<file path="src/rtl/smi_rx_mux.sv">
// Multi-channel SMI read-side data mover: drains NUM_CH sample FIFOs MSB-first in BUS_W beats per SOE strobe.
// Optional build macro SMI_TEST_PATTERN_EN adds i_smi_test and per-channel counter test patterns.
module smi_rx_mux #(
   parameter int          NUM_CH  = 2,
   parameter int          WORD_W  = 32,
   parameter int          BUS_W   = 8,
   parameter int          ADDR_W  = 3,
   parameter logic [7:0]  VERSION = 8'h02
) (
   input  logic                     i_sys_clk,
   input  logic                     soe_and_reset,
   input  logic [4:0]               i_ioc,
   input  logic                     i_cs,
   input  logic                     i_fetch_cmd,
   output logic [7:0]               o_data_out,
   input  logic                     i_clr_err,
   input  logic [NUM_CH*WORD_W-1:0] i_fifo_data,
   input  logic [NUM_CH-1:0]        i_fifo_empty,
   input  logic [NUM_CH-1:0]        i_fifo_full,
   output logic [NUM_CH-1:0]        o_fifo_pull,
   input  logic [ADDR_W-1:0]        i_smi_a,
   input  logic                     i_smi_soe_se,
`ifdef SMI_TEST_PATTERN_EN
   input  logic                     i_smi_test,
`endif
   output logic [BUS_W-1:0]         o_smi_data_out,
   output logic                     o_smi_read_req,
   output logic [NUM_CH-1:0]        o_underrun
);

   typedef enum logic [1:0] {ST_IDLE, ST_PULL, ST_LOAD, ST_VALID} ch_state_t;

   localparam int               BEATS    = WORD_W / BUS_W;
   localparam int               IDX_W    = (BEATS > 1) ? $clog2(BEATS) : 1;
   localparam logic [IDX_W-1:0] LAST_IDX = IDX_W'(BEATS - 1);

   logic                soe_meta_q, soe_meta_d;
   logic                soe_sync_q, soe_sync_d;
   logic                soe_prev_q, soe_prev_d;
   logic                strb;
   logic [ADDR_W-2:0]   addr_l;
   logic [NUM_CH-1:0]   ch_sel;

   ch_state_t           state_q [NUM_CH];
   ch_state_t           state_d [NUM_CH];
   logic [WORD_W-1:0]   word_q  [NUM_CH];
   logic [WORD_W-1:0]   word_d  [NUM_CH];
   logic [IDX_W-1:0]    idx_q   [NUM_CH];
   logic [IDX_W-1:0]    idx_d   [NUM_CH];

   logic [BUS_W-1:0]    smi_data_q, smi_data_d;
   logic [NUM_CH-1:0]   underrun_q, underrun_d;
   logic [7:0]          data_out_q, data_out_d;
   logic [NUM_CH-1:0]   fifo_pull;
   logic [NUM_CH-1:0]   ch_valid;
   logic [7:0]          stat_pairs, stat_ur, stat_valid;
   logic                test_mode;

`ifdef SMI_TEST_PATTERN_EN
   logic [7:0]          cnt_q [NUM_CH];
   logic [7:0]          cnt_d [NUM_CH];
   assign test_mode = i_smi_test;
`else
   assign test_mode = 1'b0;
`endif

   // Strobe is the falling edge of the synchronised SOE; at most one channel is selected.
   always_comb begin
      soe_meta_d = i_smi_soe_se;
      soe_sync_d = soe_meta_q;
      soe_prev_d = soe_sync_q;
      strb       = soe_prev_q & ~soe_sync_q;
      addr_l     = i_smi_a[ADDR_W-2:0];
      for (int k = 0; k < NUM_CH; k++) begin
         ch_sel[k] = strb && i_smi_a[ADDR_W-1] && (int'(addr_l) == k + 1);
      end
   end

   always_comb begin
      // NOTE: every combinational output gets a default first so no path leaves it unassigned (no latch).
      smi_data_d = smi_data_q;
      underrun_d = i_clr_err ? '0 : underrun_q;
      fifo_pull  = '0;
      ch_valid   = '0;
`ifdef SMI_TEST_PATTERN_EN
      cnt_d      = cnt_q;
`endif
      for (int k = 0; k < NUM_CH; k++) begin
         state_d[k]  = state_q[k];
         word_d[k]   = word_q[k];
         idx_d[k]    = idx_q[k];
         ch_valid[k] = (state_q[k] == ST_VALID);
         if (test_mode) begin
`ifdef SMI_TEST_PATTERN_EN
            if (ch_sel[k]) begin
               smi_data_d = BUS_W'(cnt_q[k]);
               cnt_d[k]   = cnt_q[k] + 8'd1;
            end
`endif
         end else begin
            case (state_q[k])
               ST_IDLE: begin
                  if (!i_fifo_empty[k]) state_d[k] = ST_PULL;
               end
               ST_PULL: begin
                  fifo_pull[k] = 1'b1;
                  state_d[k]   = ST_LOAD;
               end
               ST_LOAD: begin
                  word_d[k]  = i_fifo_data[k*WORD_W +: WORD_W];
                  idx_d[k]   = '0;
                  state_d[k] = ST_VALID;
               end
               ST_VALID: begin
                  if (ch_sel[k]) begin
                     smi_data_d = word_q[k][WORD_W-1-int'(idx_q[k])*BUS_W -: BUS_W];
                     if (idx_q[k] == LAST_IDX) begin
                        idx_d[k]   = '0;
                        state_d[k] = ST_IDLE;
                     end else begin
                        idx_d[k] = idx_q[k] + 1'b1;
                     end
                  end
               end
               default: state_d[k] = ST_IDLE;
            endcase
            // A strobe before the word is usable returns zero and leaves the FSM alone.
            if (ch_sel[k] && (state_q[k] != ST_VALID)) begin
               smi_data_d    = '0;
               underrun_d[k] = 1'b1;
            end
         end
      end
   end

   always_comb begin
      stat_pairs = '0;
      stat_ur    = '0;
      stat_valid = '0;
      for (int k = 0; k < NUM_CH; k++) begin
         stat_pairs[2*k]   = i_fifo_empty[k];
         stat_pairs[2*k+1] = i_fifo_full[k];
         stat_ur[k]        = underrun_q[k];
         stat_valid[k]     = ch_valid[k];
      end
      data_out_d = data_out_q;
      if (i_cs && i_fetch_cmd) begin
         case (i_ioc)
            5'd0:    data_out_d = VERSION;
            5'd1:    data_out_d = stat_pairs;
            5'd2:    data_out_d = stat_ur;
            5'd3:    data_out_d = stat_valid;
            default: data_out_d = data_out_q;
         endcase
      end
   end

   always_ff @(posedge i_sys_clk or negedge soe_and_reset) begin
      if (!soe_and_reset) begin
         soe_meta_q <= 1'b1;
         soe_sync_q <= 1'b1;
         soe_prev_q <= 1'b1;
         smi_data_q <= '0;
         underrun_q <= '0;
         data_out_q <= '0;
         // NOTE: the word registers are a handful of flops, so they are reset with everything else for deterministic state.
         for (int k = 0; k < NUM_CH; k++) begin
            state_q[k] <= ST_IDLE;
            word_q[k]  <= '0;
            idx_q[k]   <= '0;
`ifdef SMI_TEST_PATTERN_EN
            cnt_q[k]   <= '0;
`endif
         end
      end else begin
         // NOTE: non-blocking assignments so every flop samples pre-edge values.
         soe_meta_q <= soe_meta_d;
         soe_sync_q <= soe_sync_d;
         soe_prev_q <= soe_prev_d;
         smi_data_q <= smi_data_d;
         underrun_q <= underrun_d;
         data_out_q <= data_out_d;
         for (int k = 0; k < NUM_CH; k++) begin
            state_q[k] <= state_d[k];
            word_q[k]  <= word_d[k];
            idx_q[k]   <= idx_d[k];
`ifdef SMI_TEST_PATTERN_EN
            cnt_q[k]   <= cnt_d[k];
`endif
         end
      end
   end

   assign o_data_out     = data_out_q;
   assign o_smi_data_out = smi_data_q;
   assign o_underrun     = underrun_q;
   assign o_fifo_pull    = fifo_pull;
   assign o_smi_read_req = |ch_valid;

endmodule

</file>
<file path="config.mk">
export PLATFORM = sky130hd
export DESIGN_NAME = smi_rx_mux
export DESIGN_NICKNAME = d
export VERILOG_FILES = /design/src/rtl/smi_rx_mux.sv
export SDC_FILE = /design/constraint.sdc
export NUM_CORES = 1
export LEC_CHECK = 0
export ABC_AREA = 1
export CAP_MARGIN = 20
export CORE_MARGIN = 5
export CORE_UTILIZATION = 29
export DETAILED_ROUTE_END_ITERATION = 12
export GPL_TIMING_DRIVEN = 0
export SLEW_MARGIN = 20
export SYNTH_ARGS = -nofsm -noshare
export SYNTH_HDL_FRONTEND = slang
export SYNTH_SLANG_ARGS = --single-unit
</file>
<file path="constraint.sdc">
create_clock -name i_sys_clk -period 1.31 [get_ports i_sys_clk]
set_input_delay 0.262 -clock i_sys_clk [delete_from_list [all_inputs] [get_ports i_sys_clk]]
set_output_delay 0.262 -clock i_sys_clk [all_outputs]
set_load 0.02 [all_outputs]
</file>
==> results of run 1 <==
-- power groups by stage --
stage / combinational (mW) / clock, mW / sequential (mW)
floorplan: 3.54 / 0 / 4.40
global placement: 5.17 / 0 / 4.39
detailed placement: 5.25 / 0 / 4.42
CTS: 5.76 / 2.78 / 4.42
global route: 7.03 / 2.92 / 4.57
finish: 6.11 / 2.71 / 4.45
-- path summary, 6_finish.rpt --
check | start | endpoint | slack, ns | cells after the start
worst max-delay path | state_q[0]$_DFFE_PN0P_ | o_smi_read_req | -0.16 | 4
worst min-delay path | i_smi_soe_se | soe_meta_q$_DFF_PN1_ | 0.33 | 1
worst max register to register | soe_prev_q$_DFF_PN1_ | state_q[3]$_DFFE_PN0P_ | -0.06 | 8
worst min register to register | soe_meta_q$_DFF_PN1_ | soe_prev_d$_DFF_PN1_ | 0.36 | 0
max in group asynchronous | soe_and_reset | soe_prev_d$_DFF_PN1_ | 0.34 | 3
min in group asynchronous | soe_and_reset | word_q[35]$_DFFE_PN0P_ | 0.35 | 2
-- sequential cells by signal, summed over array words and instances (netlist names) --
register and cells:
o_data_out 4, idx_q 4, word_q 64, soe_meta_q 1
soe_prev_d 1, o_underrun 2, state_q 4, soe_prev_q 1
o_smi_data_out 8
-- placed cells by master, fill, tap and decap left out, drive strengths merged --
| master | Yosys | routed |
|---|---|---|
| ha | 12 | 12 |
| clkbuf | 7 | 16 |
| nand2 | 251 | 251 |
| inv | 61 | 67 |
| nor2 | 12 | 13 |
| nor3 | 2 | 2 |
| or2 | 4 | 4 |
| clkinv | 3 | 4 |
| nand3 | 29 | 29 |
| dfstp | 3 | 3 |
| a21oi | 8 | 8 |
| nand4 | 6 | 6 |
| clkdlybuf4s50 | 0 | 80 |
| buf | 21 | 42 |
| dfrtp | 86 | 86 |
| bufinv | 0 | 1 |
| o21ai | 52 | 52 |
| clkdlybuf4s15 | 0 | 11 |
| conb | 1 | 4 |
| dlygate4sd3 | 0 | 1 |
| o22ai | 2 | 2 |
| a22oi | 8 | 8 |
-- layer usage --
metal | wire length [microns] | part of all wire (%) | global-route usage, %
met4 | 150 | 1.3 | 4.629
met2 | 5961 | 50 | 23.87
met3 | 643 | 5.4 | 3.474
met1 | 5123 | 43 | 17.36
met5 | 0 | 0 | 0
-- final cells by class --
type,instances,share of cell area (%)
clock buffer,9,3.510
tap,188,3.666
multi-input combinational,391,31.03
buffer,26,3.374
timing repair inverter,1,0.09750
inverter,64,3.959
clock inverter,7,1.307
timing repair buffer,115,18.21
sequential,89,34.85
-- worst reg2reg max path, delay by kind of cell (launching register included) --
family / cells / cell delay [ns]
flops: 1 / 0.52
buf+inv: 1 / 0.15
compound gates: 1 / 0.06
simple gates: 6 / 0.52
-- cell families (layout without fill, tap and decap cells) --
group,count (synthesis),in the layout,share of synthesized area (%)
and+or+nand+nor,304,305,28.37
AOI/OAI and AO/OA,70,70,8.413
adders and majority gates,12,12,3.388
other,1,4,0.08462
DFF,89,89,50.34
buffers and inverters,92,222,9.402
-- metrics by stage --
step | setup slack, ns | setup TNS (ns)
global placement | -3.398 | -318.55
floorplan | 0.01786 | 0
CTS | -0.1703 | -5.139
finish | -0.1636 | -0.7087
global route | -0.2051 | -3.451
detailed placement | -0.4395 | -22.05
-- repair_timing --
item	CTS	global route
setup buffers	12	2
pin swaps	10	26
gates cloned	3	1
hold buffers	1	0
resized for setup	108	73
setup endpoints to repair	97	84
endpoints found under the hold margin	26	0
==> impl_metrics.py, run 1 <==
metrics = {
    "status": {
        "status": "finished, violations left",
        "violations": "setup timing",
    },
    "drt": {
        "firstDrtPassIters": 4,
        "ant_nets": 0,
        "wirelength_mm": 11.88,
        "drc": 0,
        "wl_per_cell_microns": 13.35,
        "via_per_inst": 4.379,
        "via_count": 3897,
        "dr.first_iter.drc_count": 223,
    },
    "clock_network": {
        "cts.path.max_buffers": 2,
        "cts_root_buf": "clkbuf_16",
        "clock_sinks": 89,
        "cts-buffers-inserted": 9,
        "clk_pin_slew_ns": 0.06,
        "cts-htree-levels": 3,
        "clk_latency_ns": 0.35,
        "cts_tree": "yes",
    },
    "place": {
        "dpl.cell_count": 858,
        "gp_congestion": 0.7695,
        "port_buffers": 98,
        "hpwlAfterDp_mm": 8.645,
        "place_area_sq_mm": 0.005688,
    },
    "grt": {
        "antenna_found_initial": 0,
        "grt_first_pass_wirelength_mm": 19.79,
        "grt_overflow": 0,
        "grt_pass1_vias": 3993,
        "grt_usage_pct": 13.99,
        "grt_start_max_net_pins": 64,
    },
    "sta": {
        "setup_viol": 18,
        "rsz0062_at_grt": "yes",
        "finalWorstSetupSlack_ns": -0.1636,
        "slew_violations": 0,
        "timing.hold.ws_ns": 0.3308,
        "final.min_clock_period_ns": 1.474,
        "hold_viol_final": 0,
        "timing.fmax_ghz": 0.6786,
        "post-route-period-util_pct": 112.5,
        "finClkSkew_ns": 0.01049,
    },
    "logic_synthesis": {
        "ys_ff_latch": 89,
        "yosysMostFrequentCell": "nand2_1",
        "netlist_top_cells_area": "dfrtp_1 49%, nand2_1 20%, o21ai_0 5.6%, inv_1 4.9%, ha_1 3.4%",
        "ys_warn_count": 0,
        "yosysTopAreaCell": "dfrtp_1",
        "synth-edff-count": 0,
        "yosysSeqAreaShare_pct": 50.34,
        "synth_cell_types": 29,
        "synth_area_sq_mm": 0.004432,
        "ys.flop_type": "dfrtp_1",
        "avgSynthCellArea_sq_um": 7.802,
        "async_flop_share_pct": 100.0,
        "syn_inst": 568,
        "synth_top_area_share_pct": 48.56,
        "synth_commonest_cells": "241 x nand2_1, 86 x dfrtp_1, 58 x inv_1",
    },
    "power_and_ir_drop": {
        "combPwrFrac_pct": 46.0,
        "total_power_mw": 13.27,
        "seq_power_share_pct": 33.5,
        "power_leakage_nw": 3.147,
        "clock_power_share_pct": 20.4,
        "ir_worst_vdd_v": 0.0007764,
        "power.density_mw_per_mm2": 2068,
        "power.internal_mw": 8.046,
        "swShare_pct": 39.36,
        "p_sw_mw": 5.222,
    },
    "setup_path": {
        "critPathMaxFanout": 4,
        "crit_chain": "ha_4 -> inv_4 -> nand2_2 -> buf_6",
        "crit_type": "register to output pin",
        "crit_family": "flip-flops",
        "crit_required_ns": 1.05,
        "path_buf_inv": 2,
        "end_kind": "output pin",
        "critical_path_arrival_ns": 1.21,
        "critPathSlowestCell": "dfrtp_2",
        "critical-path-max-stage-delay_ns": 0.46,
        "startpoint_type": "register",
    },
    "floorplan": {
        "top_level_ports": 103,
        "die-area_sq_mm": 0.01785,
        "initial_utilization_pct": 29.37,
        "die_h_microns": 133.6,
        "die_w_microns": 133.6,
        "fp.coreArea_sq_mm": 0.01509,
        "num_rows": 45,
    },
    "cells_and_area": {
        "fillers": 1528,
        "antenna-diode-count": 0,
        "register_area_sq_mm": 0.002236,
        "area_delta_synth_final_pct": 44.78,
        "nNetsFinal": 791,
        "fin_cells": 890,
        "multi_input_area_sq_mm": 0.001991,
        "final_util_pct": 42.52,
        "drive_gt1_share_pct": 19.94,
        "stdcell_area_sq_mm": 0.006416,
    },
    "hold_path": {
        "hold_path.class": "primary input to register",
    },
    "flow_run": {
        "drv_cap": 0,
    },
}
No activity file was read; power rests on OpenSTA's default activity.
==> run 2: changes to the inputs <==
- clock period: 1.31 -> 1.8 ns (I/O delays scaled with it)
==> impl_metrics.py, run 2 (synthesis results as in run 1) <==
metrics = {
    "grt": {
        "grt_start_max_net_pins": 64,
        "grt_usage_pct": 13.61,
        "grt_first_pass_wirelength_mm": 19.26,
        "grt_overflow": 0,
        "grt_pass1_vias": 3903,
        "antenna_found_initial": 0,
    },
    "setup_path": {
        "crit_type": "register to output pin",
        "critPathSlowestCell": "clkdlybuf4s50_1",
        "startpoint_type": "register",
        "reg2reg_from": "state_q[0]$_DFFE_PN0P_",
        "critPathMaxFanout": 2,
        "path_buf_inv": 1,
        "regToRegEndpoint": "word_q[23]$_DFFE_PN0P_",
        "reg2reg_slack_ns": 0.28,
        "crit_chain": "clkdlybuf4s50_1",
        "end_kind": "output pin",
        "critical-path-max-stage-delay_ns": 0.66,
        "r2r_cells": 6,
        "crit_required_ns": 1.44,
        "critical_path_arrival_ns": 1.35,
        "crit_family": "buffers and inverters",
    },
    "place": {
        "port_buffers": 98,
        "gp_congestion": 0.7695,
        "dpl.cell_count": 858,
        "hpwlAfterDp_mm": 8.645,
    },
    "sta": {
        "setup_viol": 0,
        "hold_viol_final": 0,
        "timing.fmax_ghz": 0.5832,
        "rsz0062_at_grt": "no",
        "final.min_clock_period_ns": 1.715,
        "finClkSkew_ns": 0.009330,
        "slew_violations": 0,
        "post-route-period-util_pct": 95.25,
        "timing.hold.ws_ns": 0.3609,
    },
    "clock_network": {
        "cts_root_buf": "clkbuf_16",
        "clock_sinks": 89,
        "clk_latency_ns": 0.35,
        "cts.path.max_buffers": 2,
        "post_cts.repair.setup_buffers": 0,
        "cts-buffers-inserted": 9,
        "cts-htree-levels": 3,
        "clk_pin_slew_ns": 0.07,
        "cts_tree": "yes",
    },
    "cells_and_area": {
        "area_delta_synth_final_pct": 35.52,
        "drive_gt1_share_pct": 10.20,
        "largest-register": "word_q",
        "mostFrequentLayoutCells": "241 x nand2_1, 94 x clkdlybuf4s50_1, 86 x dfrtp_1",
        "largest_reg_flops": 64,
        "fillers": 1574,
        "register_area_sq_mm": 0.002231,
        "multi_input_area_sq_mm": 0.001800,
        "nNetsFinal": 775,
        "layout_commonest_cell": "nand2_1",
        "fin_cells": 874,
        "antenna-diode-count": 0,
    },
    "floorplan": {
        "die-area_sq_mm": 0.01785,
        "num_rows": 45,
        "top_level_ports": 103,
        "die_h_microns": 133.6,
        "initial_utilization_pct": 29.37,
        "fp.coreArea_sq_mm": 0.01509,
        "die_w_microns": 133.6,
    },
    "drt": {
        "drc": 0,
        "wirelength_mm": 11.30,
        "ant_nets": 0,
        "dr.first_iter.drc_count": 272,
        "via_count": 3757,
        "wl_per_cell_microns": 12.92,
        "via_per_inst": 4.299,
        "firstDrtPassIters": 4,
    },
    "power_and_ir_drop": {
        "power.density_mw_per_mm2": 1484,
        "ir_worst_vdd_v": 0.0005582,
        "power_leakage_nw": 2.986,
    },
    "status": {
        "status": "completed",
    },
    "hold_path": {
        "hold_path_end": "soe_prev_d$_DFF_PN1_",
        "hold_path_depth": 0,
        "hold_path.class": "register to register",
        "min_from": "soe_meta_q$_DFF_PN1_",
    },
    "flow_run": {
        "drv_cap": 0,
    },
}
-- run 2: cell types whose count changed in the layout (fill, tap and decap cells not counted), sizes merged --
cell,before,now
clkbuf,16,15
clkdlybuf4s50,80,94
nor2,13,12
buf,42,24
clkdlybuf4s15,11,2
inv,67,66
-- run 2: worst max path at each step --
stage          cells past startpoint                   startpoint  slack (ns)               endpoint
5_1_grt                            3       state_q[3]$_DFFE_PN0P_        0.01         o_fifo_pull[0]
6_report                           1  o_smi_data_out[6]$_DFF_PN0_        0.09      o_smi_data_out[6]
2_1_floorplan                      3       state_q[2]$_DFFE_PN0P_        0.50         o_smi_read_req
3_3_place_gp                       1                soe_and_reset       -3.01  word_q[4]$_DFFE_PN0P_
4_1_cts                            3       state_q[1]$_DFFE_PN0P_        0.04         o_fifo_pull[1]
3_5_place_dp                       4       state_q[3]$_DFFE_PN0P_       -0.05         o_smi_read_req
-- run 2: cell type report --
cell class / instances / share of cell area, %
buffer: 27 / 2.875
clock buffer: 9 / 3.750
clock inverter: 7 / 1.396
inverter: 64 / 4.042
multi-input combinational: 390 / 29.98
sequential: 89 / 37.15
tap: 188 / 3.917
timing repair buffer: 100 / 16.90
-- run 2: repair_timing --
item	in CTS	in global routing
resized for setup	10	6
hold buffers	1	0
endpoints found under the hold margin	26	0
setup endpoints to repair	3	31
gates cloned	0	0
-- run 2: layer usage --
layer  global-route usage, %  wire (microns)  up-vias
met5                       0               0        -
met4                   4.629             176        0
met3                   3.474             618       12
met2                   22.66            5569       70
met1                   17.23            4932     1690
li1                        -               -     1985
-- run 2: per-stage QoR --
step                util [%]  setup TNS (ns)  area, sq um  power (mW)  worst slack, ns
global placement       37.50         -263.53         5659       6.955           -3.006
global route           39.80               0         6006       9.819          0.01103
detailed placement     37.69        -0.04746         5688       7.038         -0.04746
finish                 39.80               0         6006       8.911          0.08546
floorplan                  -               0         4443       5.779           0.4975
CTS                    39.79               0         6005       9.034          0.04328
-- run 2: power breakdown --
group	leakage, nW	total (mW)	internal (mW)	switching (mW)
clock network	0.155	1.97	1.11	0.857
registers	1.11	3.18	2.85	0.338
logic	1.72	3.76	1.45	2.31
total	2.99	8.91	5.41	3.50
==> run 3: changes to the inputs <==
- MAX_ROUTING_LAYER: not set -> met4
==> impl_metrics.py, run 3 (synthesis results as in run 1) <==
metrics = {
    "grt": {
        "grt_usage_pct": 13.97,
        "grt_start_max_net_pins": 64,
        "grt_overflow": 0,
        "grt_first_pass_wirelength_mm": 19.24,
        "grt_pass1_vias": 3908,
        "antenna_found_initial": 0,
    },
    "drt": {
        "via_per_inst": 4.317,
        "dr.first_iter.drc_count": 253,
        "via_count": 3773,
        "drc": 0,
        "wirelength_mm": 11.29,
        "wl_per_cell_microns": 12.92,
        "firstDrtPassIters": 4,
        "ant_nets": 0,
    },
    "setup_path": {
        "critical-path-max-stage-delay_ns": 0.66,
        "critical_path_arrival_ns": 1.36,
        "critPathSlowestCell": "clkdlybuf4s50_1",
        "crit_required_ns": 1.44,
        "crit_type": "register to output pin",
        "critPathMaxFanout": 2,
        "path_buf_inv": 1,
        "crit_chain": "clkdlybuf4s50_1",
        "end_kind": "output pin",
        "crit_family": "buffers and inverters",
        "startpoint_type": "register",
    },
    "floorplan": {
        "die_h_microns": 133.6,
        "num_rows": 45,
        "initial_utilization_pct": 29.37,
        "top_level_ports": 103,
        "die_w_microns": 133.6,
        "fp.coreArea_sq_mm": 0.01509,
        "die-area_sq_mm": 0.01785,
    },
    "cells_and_area": {
        "register_area_sq_mm": 0.002231,
        "final_util_pct": 39.80,
        "drive_gt1_share_pct": 10.20,
        "fillers": 1574,
        "nNetsFinal": 775,
        "antenna-diode-count": 0,
        "area_delta_synth_final_pct": 35.52,
        "largest-register": "word_q",
        "multi_input_area_sq_mm": 0.001800,
        "layout_commonest_cell": "nand2_1",
        "largest_reg_flops": 64,
        "mostFrequentLayoutCells": "241 x nand2_1, 94 x clkdlybuf4s50_1, 86 x dfrtp_1",
    },
    "clock_network": {
        "cts-htree-levels": 3,
        "cts_tree": "yes",
        "cts.path.max_buffers": 2,
        "cts_root_buf": "clkbuf_16",
        "clk_pin_slew_ns": 0.07,
        "clock_sinks": 89,
        "clk_latency_ns": 0.35,
        "cts-buffers-inserted": 9,
    },
    "power_and_ir_drop": {
        "power_leakage_nw": 2.986,
        "power.density_mw_per_mm2": 1484,
        "ir_worst_vdd_v": 0.0005578,
    },
    "sta": {
        "timing.hold.ws_ns": 0.3609,
        "setup_viol": 0,
        "slew_violations": 0,
        "hold_viol_final": 0,
        "finClkSkew_ns": 0.009727,
        "rsz0062_at_grt": "no",
        "timing.fmax_ghz": 0.5829,
        "fin_tns_setup_ns": 0,
        "post-route-period-util_pct": 95.31,
        "final.min_clock_period_ns": 1.716,
    },
    "place": {
        "hpwlAfterDp_mm": 8.645,
        "gp_congestion": 0.7806,
        "port_buffers": 98,
    },
    "hold_path": {
        "hold_path.class": "register to register",
    },
    "status": {
        "status": "completed",
    },
    "flow_run": {
        "drv_cap": 0,
    },
}
-- run 3: through the flow --
step / worst slack (ns) / instances / power [mW] / cell area [sq um]
2_1_floorplan: 0.4975 / 571 / 5.779 / 4443
3_3_place_gp: -3.006 / 857 / 6.955 / 5659
3_5_place_dp: -0.04746 / 858 / 7.038 / 5688
4_1_cts: 0.04328 / 875 / 9.034 / 6005
5_1_grt: 0.01251 / 874 / 9.816 / 6006
6_report: 0.08436 / 874 / 8.915 / 6006
-- run 3: timing repair --
action / in CTS / in global routing
endpoints found under the setup margin: 3 / 31
resized for setup: 10 / 6
buffers inserted: 0 / 0
pin swaps: 0 / 0
hold buffers: 1 / 0
hold endpoints to repair: 26 / 0
-- run 3: final timing paths --
check / start / end / slack, ns / cells past startpoint
min reg2reg: soe_meta_q$_DFF_PN1_ / soe_prev_d$_DFF_PN1_ / 0.36 / 0
max: o_smi_data_out[6]$_DFF_PN0_ / o_smi_data_out[6] / 0.08 / 1
max in group asynchronous: soe_and_reset / soe_prev_q$_DFF_PN1_ / 0.74 / 3
min: soe_meta_q$_DFF_PN1_ / soe_prev_d$_DFF_PN1_ / 0.36 / 0
max reg2reg: state_q[0]$_DFFE_PN0P_ / word_q[23]$_DFFE_PN0P_ / 0.26 / 6
min in group asynchronous: soe_and_reset / word_q[36]$_DFFE_PN0P_ / 0.44 / 2
-- run 3: final cells by class --
type,count,share of cell area (%)
multi-input cells,390,29.98
flip-flops and latches,89,37.15
clock buffers,9,3.750
well taps,188,3.917
repair buffers,100,16.90
inverters,64,4.042
plain buffers,27,2.875
clock inverters,7,1.396
-- run 3: metal layers --
| metal | up-vias | GRT usage (%) | share of wire (%) | wire (microns) |
|---|---|---|---|---|
| li1 | 1983 | - | - | - |
| met1 | 1698 | 17.23 | 44 | 4955 |
| met2 | 79 | 22.66 | 49 | 5558 |
| met3 | 13 | 3.323 | 5.3 | 601 |
| met4 | 0 | 4.629 | 1.6 | 176 |
| met5 | - | - | 0 | 0 |
-- run 3: power breakdown --
part | leakage [nW] | internal, mW | switching (mW)
Clock | 0.155 | 1.11 | 0.861
Sequential | 1.11 | 2.85 | 0.337
Combinational | 1.72 | 1.45 | 2.31
Total | 2.99 | 5.41 | 3.51
